<file path="src/rtl/cpu_pkg.sv">
// Shared definitions for the RISC CPU: opcodes, IR field layout, and the
// control sequencer's state and instruction-class types.
package cpu_pkg;

    // 5-bit opcodes carried in IR[31:27]
    localparam logic [4:0] OP_LD   = 5'b00000;
    localparam logic [4:0] OP_LDI  = 5'b00001;
    localparam logic [4:0] OP_ST   = 5'b00010;
    localparam logic [4:0] OP_ADD  = 5'b00011;
    localparam logic [4:0] OP_SUB  = 5'b00100;
    localparam logic [4:0] OP_AND  = 5'b00101;
    localparam logic [4:0] OP_OR   = 5'b00110;
    localparam logic [4:0] OP_ROR  = 5'b00111;
    localparam logic [4:0] OP_ROL  = 5'b01000;
    localparam logic [4:0] OP_SHR  = 5'b01001;
    localparam logic [4:0] OP_SHRA = 5'b01010;
    localparam logic [4:0] OP_SHL  = 5'b01011;
    localparam logic [4:0] OP_ADDI = 5'b01100;
    localparam logic [4:0] OP_ANDI = 5'b01101;
    localparam logic [4:0] OP_ORI  = 5'b01110;
    localparam logic [4:0] OP_DIV  = 5'b01111;
    localparam logic [4:0] OP_MUL  = 5'b10000;
    localparam logic [4:0] OP_NEG  = 5'b10001;
    localparam logic [4:0] OP_NOT  = 5'b10010;
    localparam logic [4:0] OP_BR   = 5'b10011;
    localparam logic [4:0] OP_JR   = 5'b10100;
    localparam logic [4:0] OP_JAL  = 5'b10101;
    localparam logic [4:0] OP_IN   = 5'b10110;
    localparam logic [4:0] OP_OUT  = 5'b10111;
    localparam logic [4:0] OP_MFHI = 5'b11000;
    localparam logic [4:0] OP_MFLO = 5'b11001;
    localparam logic [4:0] OP_NOP  = 5'b11010;
    localparam logic [4:0] OP_HALT = 5'b11011;

    // IR field bit positions
    localparam int unsigned IR_OP_MSB = 31;
    localparam int unsigned IR_OP_LSB = 27;
    localparam int unsigned IR_RA_MSB = 26;
    localparam int unsigned IR_RA_LSB = 23;
    localparam int unsigned IR_RB_MSB = 22;
    localparam int unsigned IR_RB_LSB = 19;
    localparam int unsigned IR_RC_MSB = 18;
    localparam int unsigned IR_RC_LSB = 15;
    localparam int unsigned IR_C_MSB  = 18;
    localparam int unsigned IR_C_LSB  = 0;

    typedef enum logic [3:0] {
        ST_RST,
        ST_T0,
        ST_T1,
        ST_T2,
        ST_T3,
        ST_T4,
        ST_T5,
        ST_T6,
        ST_T7,
        ST_HALTED
    } state_t;

    typedef enum logic [3:0] {
        CL_REG,
        CL_IMM,
        CL_UNARY,
        CL_MULDIV,
        CL_LD,
        CL_ST,
        CL_MFHI,
        CL_MFLO,
        CL_NOP,
        CL_HALT,
        CL_ILLEGAL
    } iclass_t;

    // Groups opcodes by the execute sequence they share
    function automatic iclass_t decode_class(input logic [4:0] op);
        iclass_t c;
        case (op)
            OP_ADD, OP_SUB, OP_AND, OP_OR, OP_ROR,
            OP_ROL, OP_SHR, OP_SHRA, OP_SHL:      c = CL_REG;
            OP_ADDI, OP_ANDI, OP_ORI, OP_LDI:     c = CL_IMM;
            OP_NEG, OP_NOT:                       c = CL_UNARY;
            OP_MUL, OP_DIV:                       c = CL_MULDIV;
            OP_LD:                                c = CL_LD;
            OP_ST:                                c = CL_ST;
            OP_MFHI:                              c = CL_MFHI;
            OP_MFLO:                              c = CL_MFLO;
            OP_NOP:                               c = CL_NOP;
            OP_HALT:                              c = CL_HALT;
            OP_BR, OP_JR, OP_JAL, OP_IN, OP_OUT:  c = CL_ILLEGAL;
            default:                              c = CL_ILLEGAL;
        endcase
        return c;
    endfunction

endpackage

</file>
<file path="src/rtl/control_unit.sv">
// Hardwired control sequencer: fetch (T0-T2) then a per-class execute
// sequence (T3-T7), stalling on mem_done and parking in HALTED on halt.
module control_unit
    import cpu_pkg::*;
(
    input  logic        clock,
    input  logic        clear,
    input  logic [31:0] ir,
    input  logic        mem_done,
    output logic        PCout,
    output logic        Zhighout,
    output logic        Zlowout,
    output logic        MDRout,
    output logic        HIout,
    output logic        LOout,
    output logic        Cout,
    output logic        BAout,
    output logic        MARin,
    output logic        PCin,
    output logic        MDRin,
    output logic        IRin,
    output logic        Yin,
    output logic        HIin,
    output logic        LOin,
    output logic        ZHighIn,
    output logic        ZLowIn,
    output logic        IncPC,
    output logic        Read,
    output logic        Write,
    output logic        Gra,
    output logic        Grb,
    output logic        Grc,
    output logic        Rin,
    output logic        Rout,
    output logic [4:0]  opcode,
    output logic        running,
    output logic        illegal
);

    state_t     state;
    logic       fresh;
    logic [4:0] ir_op;
    iclass_t    iclass;
    logic       unused_ir_fields;

    assign ir_op  = ir[IR_OP_MSB:IR_OP_LSB];
    assign iclass = decode_class(ir_op);

    // Register fields are consumed by the datapath's select-and-encode logic
    assign unused_ir_fields = ^{ir[IR_RA_MSB:IR_RA_LSB], ir[IR_RB_MSB:IR_RB_LSB],
                                ir[IR_RC_MSB:IR_RC_LSB], ir[IR_C_MSB:IR_C_LSB]};

    // State sequencing; fresh marks the first cycle spent in a state.
    // RST is entered with fresh set so that it lingers for one extra edge,
    // putting the first T0 on the second edge after clear is released.
    always_ff @(posedge clock or negedge clear) begin
        if (!clear) begin
            state <= ST_RST;
            fresh <= 1'b1;
        end else begin
            fresh <= 1'b1;
            case (state)
                ST_RST: begin
                    if (fresh) fresh <= 1'b0;
                    else       state <= ST_T0;
                end
                ST_T0: state <= ST_T1;
                ST_T1: begin
                    if (mem_done) state <= ST_T2;
                    else          fresh <= 1'b0;
                end
                ST_T2: state <= ST_T3;
                ST_T3: begin
                    case (iclass)
                        CL_REG, CL_IMM, CL_UNARY,
                        CL_MULDIV, CL_LD, CL_ST:   state <= ST_T4;
                        CL_HALT:                   state <= ST_HALTED;
                        default:                   state <= ST_T0;
                    endcase
                end
                ST_T4: state <= (iclass == CL_UNARY) ? ST_T0 : ST_T5;
                ST_T5: state <= (iclass == CL_REG || iclass == CL_IMM) ? ST_T0 : ST_T6;
                ST_T6: begin
                    case (iclass)
                        CL_LD: begin
                            if (mem_done) state <= ST_T7;
                            else          fresh <= 1'b0;
                        end
                        CL_ST:   state <= ST_T7;
                        default: state <= ST_T0;
                    endcase
                end
                ST_T7: begin
                    if (iclass == CL_ST && !mem_done) fresh <= 1'b0;
                    else                              state <= ST_T0;
                end
                ST_HALTED: fresh <= 1'b0;
                default:   state <= ST_RST;
            endcase
        end
    end

    // Moore decode of control strobes from the state and the latched IR
    always_comb begin
        PCout    = 1'b0;
        Zhighout = 1'b0;
        Zlowout  = 1'b0;
        MDRout   = 1'b0;
        HIout    = 1'b0;
        LOout    = 1'b0;
        Cout     = 1'b0;
        BAout    = 1'b0;
        MARin    = 1'b0;
        PCin     = 1'b0;
        MDRin    = 1'b0;
        IRin     = 1'b0;
        Yin      = 1'b0;
        HIin     = 1'b0;
        LOin     = 1'b0;
        ZHighIn  = 1'b0;
        ZLowIn   = 1'b0;
        IncPC    = 1'b0;
        Read     = 1'b0;
        Write    = 1'b0;
        Gra      = 1'b0;
        Grb      = 1'b0;
        Grc      = 1'b0;
        Rin      = 1'b0;
        Rout     = 1'b0;
        opcode   = '0;
        running  = 1'b1;
        illegal  = 1'b0;
        case (state)
            ST_T0: begin
                PCout = 1'b1; MARin = 1'b1; IncPC = 1'b1; ZLowIn = 1'b1;
            end
            ST_T1: begin
                // PC load only on entry, so a stalled read does not repeat it
                Zlowout = 1'b1; PCin = fresh; Read = 1'b1; MDRin = 1'b1;
            end
            ST_T2: begin
                MDRout = 1'b1; IRin = 1'b1;
            end
            ST_T3: begin
                case (iclass)
                    CL_REG, CL_IMM: begin Grb = 1'b1; Rout = 1'b1; Yin = 1'b1; end
                    CL_UNARY: begin
                        Grb = 1'b1; Rout = 1'b1; ZLowIn = 1'b1; opcode = ir_op;
                    end
                    CL_MULDIV:   begin Gra = 1'b1; Rout = 1'b1; Yin = 1'b1; end
                    CL_LD, CL_ST: begin Grb = 1'b1; BAout = 1'b1; Yin = 1'b1; end
                    CL_MFHI:     begin HIout = 1'b1; Gra = 1'b1; Rin = 1'b1; end
                    CL_MFLO:     begin LOout = 1'b1; Gra = 1'b1; Rin = 1'b1; end
                    CL_ILLEGAL:  illegal = 1'b1;
                    default: ;
                endcase
            end
            ST_T4: begin
                case (iclass)
                    CL_REG: begin
                        Grc = 1'b1; Rout = 1'b1; ZLowIn = 1'b1; opcode = ir_op;
                    end
                    CL_IMM: begin
                        Cout = 1'b1; ZLowIn = 1'b1;
                        opcode = (ir_op == OP_LDI) ? OP_ADD : ir_op;
                    end
                    CL_UNARY: begin Zlowout = 1'b1; Gra = 1'b1; Rin = 1'b1; end
                    CL_MULDIV: begin
                        Grb = 1'b1; Rout = 1'b1; ZHighIn = 1'b1; ZLowIn = 1'b1;
                        opcode = ir_op;
                    end
                    CL_LD, CL_ST: begin Cout = 1'b1; ZLowIn = 1'b1; opcode = OP_ADD; end
                    default: ;
                endcase
            end
            ST_T5: begin
                case (iclass)
                    CL_REG, CL_IMM: begin Zlowout = 1'b1; Gra = 1'b1; Rin = 1'b1; end
                    CL_MULDIV:      begin Zlowout = 1'b1; LOin = 1'b1; end
                    CL_LD, CL_ST:   begin Zlowout = 1'b1; MARin = 1'b1; end
                    default: ;
                endcase
            end
            ST_T6: begin
                case (iclass)
                    CL_MULDIV: begin Zhighout = 1'b1; HIin = 1'b1; end
                    CL_LD:     begin Read = 1'b1; MDRin = 1'b1; end
                    CL_ST:     begin Gra = 1'b1; Rout = 1'b1; MDRin = 1'b1; end
                    default: ;
                endcase
            end
            ST_T7: begin
                case (iclass)
                    CL_LD:   begin MDRout = 1'b1; Gra = 1'b1; Rin = 1'b1; end
                    CL_ST:   Write = 1'b1;
                    default: ;
                endcase
            end
            ST_HALTED: running = 1'b0;
            default: ;
        endcase
    end

endmodule
</file>
<file path="config.mk">
export PLATFORM = sky130hd
export DESIGN_NAME = control_unit
export DESIGN_NICKNAME = d
export VERILOG_FILES = /design/src/rtl/cpu_pkg.sv /design/src/rtl/control_unit.sv
export SDC_FILE = /design/constraint.sdc
export NUM_CORES = 1
export LEC_CHECK = 0
export ABC_CLOCK_PERIOD_IN_PS = 3100
export CORE_MARGIN = 2
export CORE_UTILIZATION = 36
export CTS_CLUSTER_SIZE = 28
export DETAILED_ROUTE_END_ITERATION = 6
export PLACE_DENSITY = 0.81
export SLEW_MARGIN = 20
export SYNTH_ARGS = -nofsm -noshare
export SYNTH_HDL_FRONTEND = slang
export SYNTH_SLANG_ARGS = --single-unit
</file>
<file path="constraint.sdc">
create_clock -name clock -period 3.1 [get_ports clock]
set_input_delay 0.62 -clock clock [delete_from_list [all_inputs] [get_ports clock]]
set_output_delay 0.62 -clock clock [all_outputs]
set_load 0.02 [all_outputs]
</file>
==> impl_table.tex <==
\begin{tabular}{lr}
\hline
Metric & Value \\
\hline
\multicolumn{2}{l}{\textbf{Status}} \\
Result of the run & finished with violations \\
Violated checks & negative setup slack \\
\multicolumn{2}{l}{\textbf{Yosys}} \\
Gate count of the mapped netlist & around 140 \\
Number of enable-type register cells in the synthesized netlist & 0 \\
Warnings from Yosys & 0 \\
Mapped Area & 1010 sq um \\
Number of unique standard cell types used by synthesis & 51 \\
Most used flip-flop cell after synthesis & sky130\_fd\_sc\_hd\_\_dfrtp\_1 \\
Proportion of register bits with asynchronous set or reset after synthesis & 1.00 \\
Net Count, Synth & 180 \\
Register bit total from synthesis & 5 \\
Syn\_area\_per\_cell & 7.10 sq um \\
Sequential cell area fraction in the yosys report & 0.125 \\
\multicolumn{2}{l}{\textbf{CTS}} \\
Clock Sink Count & 5 \\
Worst-path clk slew & approximately 50 ps \\
Clock tree from TritonCTS & done \\
Clock buffers created by TritonCTS & 3 \\
Clk Latency, worst-skew pair & roughly 250 ps \\
Hold buffer count at cts & 0 \\
Clock tree root buffer cell & sky130\_fd\_sc\_hd\_\_clkbuf\_4 \\
Clock Tree Buf Depth & 2 \\
H-tree depth reported by CTS & 1 \\
\multicolumn{2}{l}{\textbf{Cells and area}} \\
Seq. cell area & between 100 and 150 sq um \\
Net count of the finished layout & 265 \\
\# fillers & between 200 and 250 \\
P\&R area growth vs syn & 85.1\% \\
Fraction of final layout cells with drive strength greater than 1 & 0.482 \\
End-of-flow core utilization & 0.689 \\
Area of the multi-input gates & 910 sq um \\
\multicolumn{2}{l}{\textbf{STA}} \\
Final setup vio count & 1 \\
Tcrit/Tclk final & 1.00 \\
Minimum setup slack in the final design & -1.38 ps \\
Worst-case clock skew & 4.48 ps \\
Worst Max-Slew Pin Slew & $\sim$500 ps \\
Shortest clock period the worst path allows after layout & between 3000 and 4000 ps \\
Fin. max-slew vios & 0 \\
Hold Violations, Final & 0 \\
Highest achievable clock rate & around 320 MHz \\
Setup tns final & -1.38 ps \\
Worst slew margin & 0.660 \\
Smallest hold slack & approximately 600 ps \\
\multicolumn{2}{l}{\textbf{Critical path}} \\
CP endpoint kind & output port \\
Crit path kind & in -> out \\
Data required time at the worst endpoint & approximately 2500 ps \\
Type of origin of the critical path & input port \\
Reg-to-reg startpoint & state[0] \\
Top fanout value on the critical path & 6 \\
R2r setup slk & a little under 1000 ps \\
Terminus of the critical flop-to-flop path & state[0] \\
Worst Reg2Reg Path Length in Cells & 6 \\
Data arrival time at the worst-slack endpoint & $\sim$2500 ps \\
\multicolumn{2}{l}{\textbf{Global route}} \\
Number of antenna violations at the first check in global routing & 1 \\
Global-route usage over all layers & 0.303 \\
Maximum number of pins on one net before global-route repair & 16 \\
First-pass GRT wire length & between 7000 and 8000 um \\
Number of global-route vias before repair & $\sim$1500 \\
GR Overflow Total & 0 \\
\multicolumn{2}{l}{\textbf{Routing}} \\
First-pass detailed-route iteration total & 5 \\
Vias per inst & 6.29 \\
Wire length per cell after detailed routing & between 15 and 20 um \\
Post-detailed-route DRC marker count & 0 \\
Number of nets with antenna violations after detailed routing & 0 \\
Post-Route WL & roughly 4900 um \\
Initial detailed-routing violation count & 149 \\
Total vias in the final route & roughly 1600 \\
\multicolumn{2}{l}{\textbf{Floorplan}} \\
Number of placement rows & 19 \\
Starting utilization of the core area & 0.372 \\
Height of the die & between 50 and 60 um \\
Die Outline Area & between 3000 and 4000 sq um \\
Core outline area & roughly 2700 sq um \\
Number of primary I/O pins & 67 \\
Die Wd & about 57 um \\
\multicolumn{2}{l}{\textbf{Placed design}} \\
RePlAce Congestion & between 0.8 and 0.9 \\
Port Buffers & 39 \\
Dpl hpwl & 3170 um \\
\multicolumn{2}{l}{\textbf{Power}} \\
Leakage & just under 0.9 nW \\
Maximum vdd ir drop & between 600 and 700 uV \\
Power density normalized to cell area & 534 nW/um\^{}2 \\
\multicolumn{2}{l}{\textbf{Run}} \\
Number of maximum-capacitance constraint violations & 0 \\
\multicolumn{2}{l}{\textbf{Worst hold path}} \\
Type of the most critical hold path & in -> async \\
\hline
\end{tabular}
-- power by group --
part / total, W / leakage (nW) / internal [W] / switching (W)
Clock: 0.0000790 / 0.0150 / 0.0000489 / 0.0000301
Sequential: 0.000114 / 0.0609 / 0.000100 / 0.0000141
Combinational: 0.000803 / 0.798 / 0.000368 / 0.000435
-- area by class of cell --
class                   instances  area share
repair buffers                 92       0.401
multi-input cells             121       0.487
well taps                      31      0.0208
diodes                          1     0.00134
clock buffers                   4      0.0141
inverters                       4     0.00804
flip-flops and latches          5      0.0677
-- logic make-up (layout without fill, tap and decap cells) --
family	after synthesis	count (layout)	share of synthesized area
AOI/OAI and AO/OA	41	41	0.321
adders and majority gates	3	3	0.0372
buffers and inverters	16	100	0.0769
DFF	5	5	0.125
muxes	2	2	0.0248
other	0	1	0
and+or+nand+nor	75	75	0.414
-- per-layer routing --
layer | up-vias | global-route usage | part of all wire
met5 | - | 0 | 0
met4 | 0 | 0.140 | 0.049
met3 | 26 | 0.0207 | 0.089
met2 | 147 | 0.532 | 0.49
met1 | 748 | 0.374 | 0.37
li1 | 702 | - | -
-- registers in the layout, indices dropped and copies added, names as in the netlist --
name / cells
fresh: 1
state: 4
-- cell usage after synthesis, drive strengths merged, types with 2 or more instances --
master,number,area share
nor2,20,0.074
nand2,11,0.041
clkbuf,7,0.026
nor3,7,0.035
a21oi,6,0.030
nand2b,6,0.037
and2,5,0.031
buf,5,0.036
a31oi,4,0.025
dfrtp,4,0.099
inv,4,0.015
nand3,4,0.020
o21ai,4,0.020
or4,4,0.030
a211o,3,0.026
a21o,3,0.022
ha,3,0.037
nor2b,3,0.019
and3,2,0.012
nand3b,2,0.015
nor4,2,0.027
nor4b,2,0.017
o2111ai,2,0.017
o211ai,2,0.015
o22a,2,0.017
o2bb2ai,2,0.017
o311a,2,0.021
o31ai,2,0.015
o32ai,2,0.032
or2,2,0.012
or4b,2,0.024
-- critical path, cell delays in order --
cell,delay (ps)
sky130_fd_sc_hd__buf_2,100
sky130_fd_sc_hd__inv_2,60
sky130_fd_sc_hd__ha_4,260
sky130_fd_sc_hd__or4b_4,490
sky130_fd_sc_hd__o311ai_4,110
sky130_fd_sc_hd__buf_6,180
sky130_fd_sc_hd__buf_6,130
sky130_fd_sc_hd__a21oi_1,70
sky130_fd_sc_hd__nor2_1,170
sky130_fd_sc_hd__clkdlybuf4s15_2,290
-- placed cells by master, fill, tap and decap left out, types with 3 or more instances in the layout --
cell type,synthesis,routed
sky130_fd_sc_hd__a211o_1,3,3
sky130_fd_sc_hd__a21o_1,3,3
sky130_fd_sc_hd__a21oi_1,6,6
sky130_fd_sc_hd__a31oi_1,4,4
sky130_fd_sc_hd__and2_1,5,4
sky130_fd_sc_hd__buf_2,2,11
sky130_fd_sc_hd__buf_4,2,52
sky130_fd_sc_hd__buf_6,1,9
sky130_fd_sc_hd__clkbuf_4,0,3
sky130_fd_sc_hd__clkdlybuf4s15_2,0,5
sky130_fd_sc_hd__clkdlybuf4s50_1,0,7
sky130_fd_sc_hd__dfrtp_1,4,4
sky130_fd_sc_hd__dlygate4sd2_1,0,6
sky130_fd_sc_hd__nand2_1,11,8
sky130_fd_sc_hd__nand2_2,0,3
sky130_fd_sc_hd__nand2b_1,6,6
sky130_fd_sc_hd__nand3_1,4,3
sky130_fd_sc_hd__nor2_1,20,18
sky130_fd_sc_hd__nor2b_1,3,3
sky130_fd_sc_hd__nor3_1,7,6
sky130_fd_sc_hd__or4_1,4,3
-- worst max-delay path by stage --
stage	startpoint	cells after the start	slack, ps	endpoint
2_1_floorplan	ir[27]	8	120	Zhighout
3_3_place_gp	ir[27]	10	-740	opcode[0]
3_5_place_dp	ir[28]	10	-840	Rout
4_1_cts	ir[28]	9	70	opcode[2]
5_1_grt	ir[27]	9	-6	LOout
6_report	ir[28]	10	-1	Cout
-- per-stage QoR --
| stage | instances | total power, W | setup slack (ps) | area, sq um |
|---|---|---|---|---|
| floorplan | 142 | 0.000573 | 124 | 1010 |
| global placement | 240 | 0.000861 | -737 | 1680 |
| detailed placement | 240 | 0.000881 | -842 | 1680 |
| CTS | 256 | 0.000975 | 70.7 | 1840 |
| global route | 258 | 0.00105 | -6.03 | 1870 |
| finish | 258 | 0.000996 | -1.38 | 1870 |
-- timing repair --
item | in CTS | in global routing
pin swaps | 10 | 4
gates resized for setup | 136 | 5
buffers inserted | 13 | 2
cloned | 0 | 0
setup endpoints to repair | 27 | 8
(Power assumes the default switching activity.)
==> RTL change: new RTL, same settings <==
Put a register stage on the output `Read`, cleared by the reset. The value now appears one clock later. The other outputs are not delayed to match.
--- a/src/rtl/control_unit.sv
+++ b/src/rtl/control_unit.sv
@@ -38,4 +38,6 @@
 );
 
+    logic Read_d;
+
     state_t     state;
     logic       fresh;
@@ -121,5 +123,5 @@
         ZLowIn   = 1'b0;
         IncPC    = 1'b0;
-        Read     = 1'b0;
+        Read_d   = 1'b0;
         Write    = 1'b0;
         Gra      = 1'b0;
@@ -137,5 +139,5 @@
             ST_T1: begin
                 // PC load only on entry, so a stalled read does not repeat it
-                Zlowout = 1'b1; PCin = fresh; Read = 1'b1; MDRin = 1'b1;
+                Zlowout = 1'b1; PCin = fresh; Read_d = 1'b1; MDRin = 1'b1;
             end
             ST_T2: begin
@@ -185,5 +187,5 @@
                 case (iclass)
                     CL_MULDIV: begin Zhighout = 1'b1; HIin = 1'b1; end
-                    CL_LD:     begin Read = 1'b1; MDRin = 1'b1; end
+                    CL_LD:     begin Read_d = 1'b1; MDRin = 1'b1; end
                     CL_ST:     begin Gra = 1'b1; Rout = 1'b1; MDRin = 1'b1; end
                     default: ;
@@ -202,3 +204,11 @@
     end
 
+    always_ff @(posedge clock or negedge clear) begin
+        if (!clear) begin
+            Read <= '0;
+        end else begin
+            Read <= Read_d;
+        end
+    end
+
 endmodule
Function: changed (a bounded check fails within 4 cycles, from zero or initial values).
==> RTL change against the unedited design <==
Synthesized cell count up 2.1%; core utilization down 1.3 points; register-to-register slack better by 0.05 ns; clock power down 2%; final area down 7.8%; sequential cell count up 1; power down 1.3%; via count down 8.7%; area after synthesis down 2.2%; worst setup slack better by 0.069 ns; largest power group unchanged; routed wire length down 16%.
==> RTL change: results (changes against the unedited design) <==
[place]
gp_congestion=0.897  ; +1.6%
pre_cts_ws_ns=-0.769  ; +0.0731 ns
place_area_um2=1610  ; -4.0%
portBuffers=39  ; unchanged
dp_hpwl_mm=2.91  ; -8.2%

[synth]
synth_area_leaders=dfrtp_1, nor2_1, nand2_1, nor3_1, ha_1
syn-num-nets=183  ; +1.7%
dominantRegCellSynth=dfrtp_1
yosys-top-cells-count=nor2_1, nand2_1, inv_1, clkbuf_1, nor3_1
ys_types=46  ; -9.8%
synth_seq_area_share_pct=15.4  ; +2.8 points
netlist.area_leader.share_pct=12.7  ; +2.8 points
synth_warnings=0  ; unchanged
synthArstFlopShare_pct=100  ; unchanged

[global_route]
grt_start_max_net_pins=14  ; -2
grt_pass1_vias=1445  ; -6.4%
antenna_found_initial=0  ; -1
grt.total_usage_pct=27.1  ; -3.2 points
grt_pass1_wl_mm=6.89  ; -9.8%

[critical_path]
reg2reg_from=state[3]$_DFFE_PN0P_
crit_path_end=Rin
startpoint=ir[27]
cp_max_fo=4  ; -2
r2r_end=state[0]$_DFFE_PN0P_
reg2reg_depth=6  ; unchanged
worstPathArrival_ns=2.41  ; -0.07 ns
ff2ff_setup_slack_ns=1.02  ; +0.05 ns

[routing]
drtPass1Iterations=5  ; unchanged
via_count=1481  ; -8.7%
drtIter0Drc=75  ; -50%
routed_wirelength_mm=4.14  ; -16%

[cts]
clock-root-buffer=clkbuf_4
htreeDepth=1  ; unchanged
cts-buffers-inserted=3  ; unchanged
clk_path_buf_depth=2  ; unchanged
path_clk_slew_ns=0.05  ; about the same
clk_latency_ns=0.25  ; about the same

[power]
pwr-share-clk_pct=7.9  ; about the same
irDropWorstVdd_mv=0.507  ; -22%
seqPwrFrac_pct=16.2  ; +4.7 points
power.leakage_nw=0.806  ; -7.7%
p_int_w=0.000483  ; -6.6%

[sta]
worstMarginPinSlew_ns=0.405  ; -0.0983 ns
fmax_ghz=0.330  ; +2.3%
worst_clock_skew_ns=0.0114  ; +0.00688 ns
hold_ws_ns=0.598  ; +0.0113 ns

[cells_and_area]
top_regs=state: 4 flops, Read: 1 flops, fresh: 1 flops
layout-drive-gt1-share_pct=42.2  ; -6.0 points
final_nets=257  ; -3.0%
antennaDiodeCount=0  ; -1

[run_status]
outcome=finished clean

[hold_path]
hold_class=in2async

## RTL change: changes by cell type in the layout (fill, tap and decap cells not counted), moves of 4 or more
cell,before,now
buf_4,52,41
buf_6,9,3
clkbuf_2,0,7
inv_1,2,8
nor2_1,18,12
nor4_1,0,4
## RTL change: cell type report
type                    instances  area [um2]
flip-flops and latches          6         151
well taps                      30        37.5
clock buffers                   4        26.3
fillers                       204         825
multi-input cells             117         828
inverters                      10        37.5
repair buffers                 81         639
## RTL change: per-layer routing
| layer | GRT usage, % | vias up | routed length [um] |
|---|---|---|---|
| met4 | 11.2 | 0 | 151 |
| met5 | 0 | - | 0 |
| met3 | 5.76 | 21 | 349 |
| li1 | - | 678 | - |
| met2 | 46.6 | 88 | 1960 |
| met1 | 32.6 | 694 | 1680 |
## RTL change: repair_timing
| item | 4_1_cts | 5_1_grt |
|---|---|---|
| buffers inserted | 7 | 0 |
| endpoints found under the hold margin | 0 | 0 |
| gates resized for setup | 97 | 23 |
| gates cloned | 0 | 0 |
| endpoints found under the setup margin | 26 | 18 |
| pin swaps | 2 | 0 |
## RTL change: per-stage QoR
step	power, W	cells
CTS	0.000970	248
finish	0.000984	248
detailed placement	0.000894	237
floorplan	0.000572	145
global route	0.00105	248
global placement	0.000866	237
## RTL change: kinds of logic after synthesis
logic type | after synthesis | synth area share (%)
buf+inv | 22 | 10.7
flops | 6 | 15.4
mux | 3 | 3.43
simple gates | 72 | 39.3
compound gates | 39 | 27.4
fa+ha+maj | 3 | 3.81
## RTL change: worst max-delay path, cell delays in order
cell             delay (ns)
dlygate4sd2_1          0.25
inv_2                  0.07
ha_4                   0.15
mux2_2                 0.29
a311oi_4               0.24
buf_6                  0.17
nand3_2                0.11
buf_4                  0.19
nand3_1                0.06
clkdlybuf4s15_2        0.26
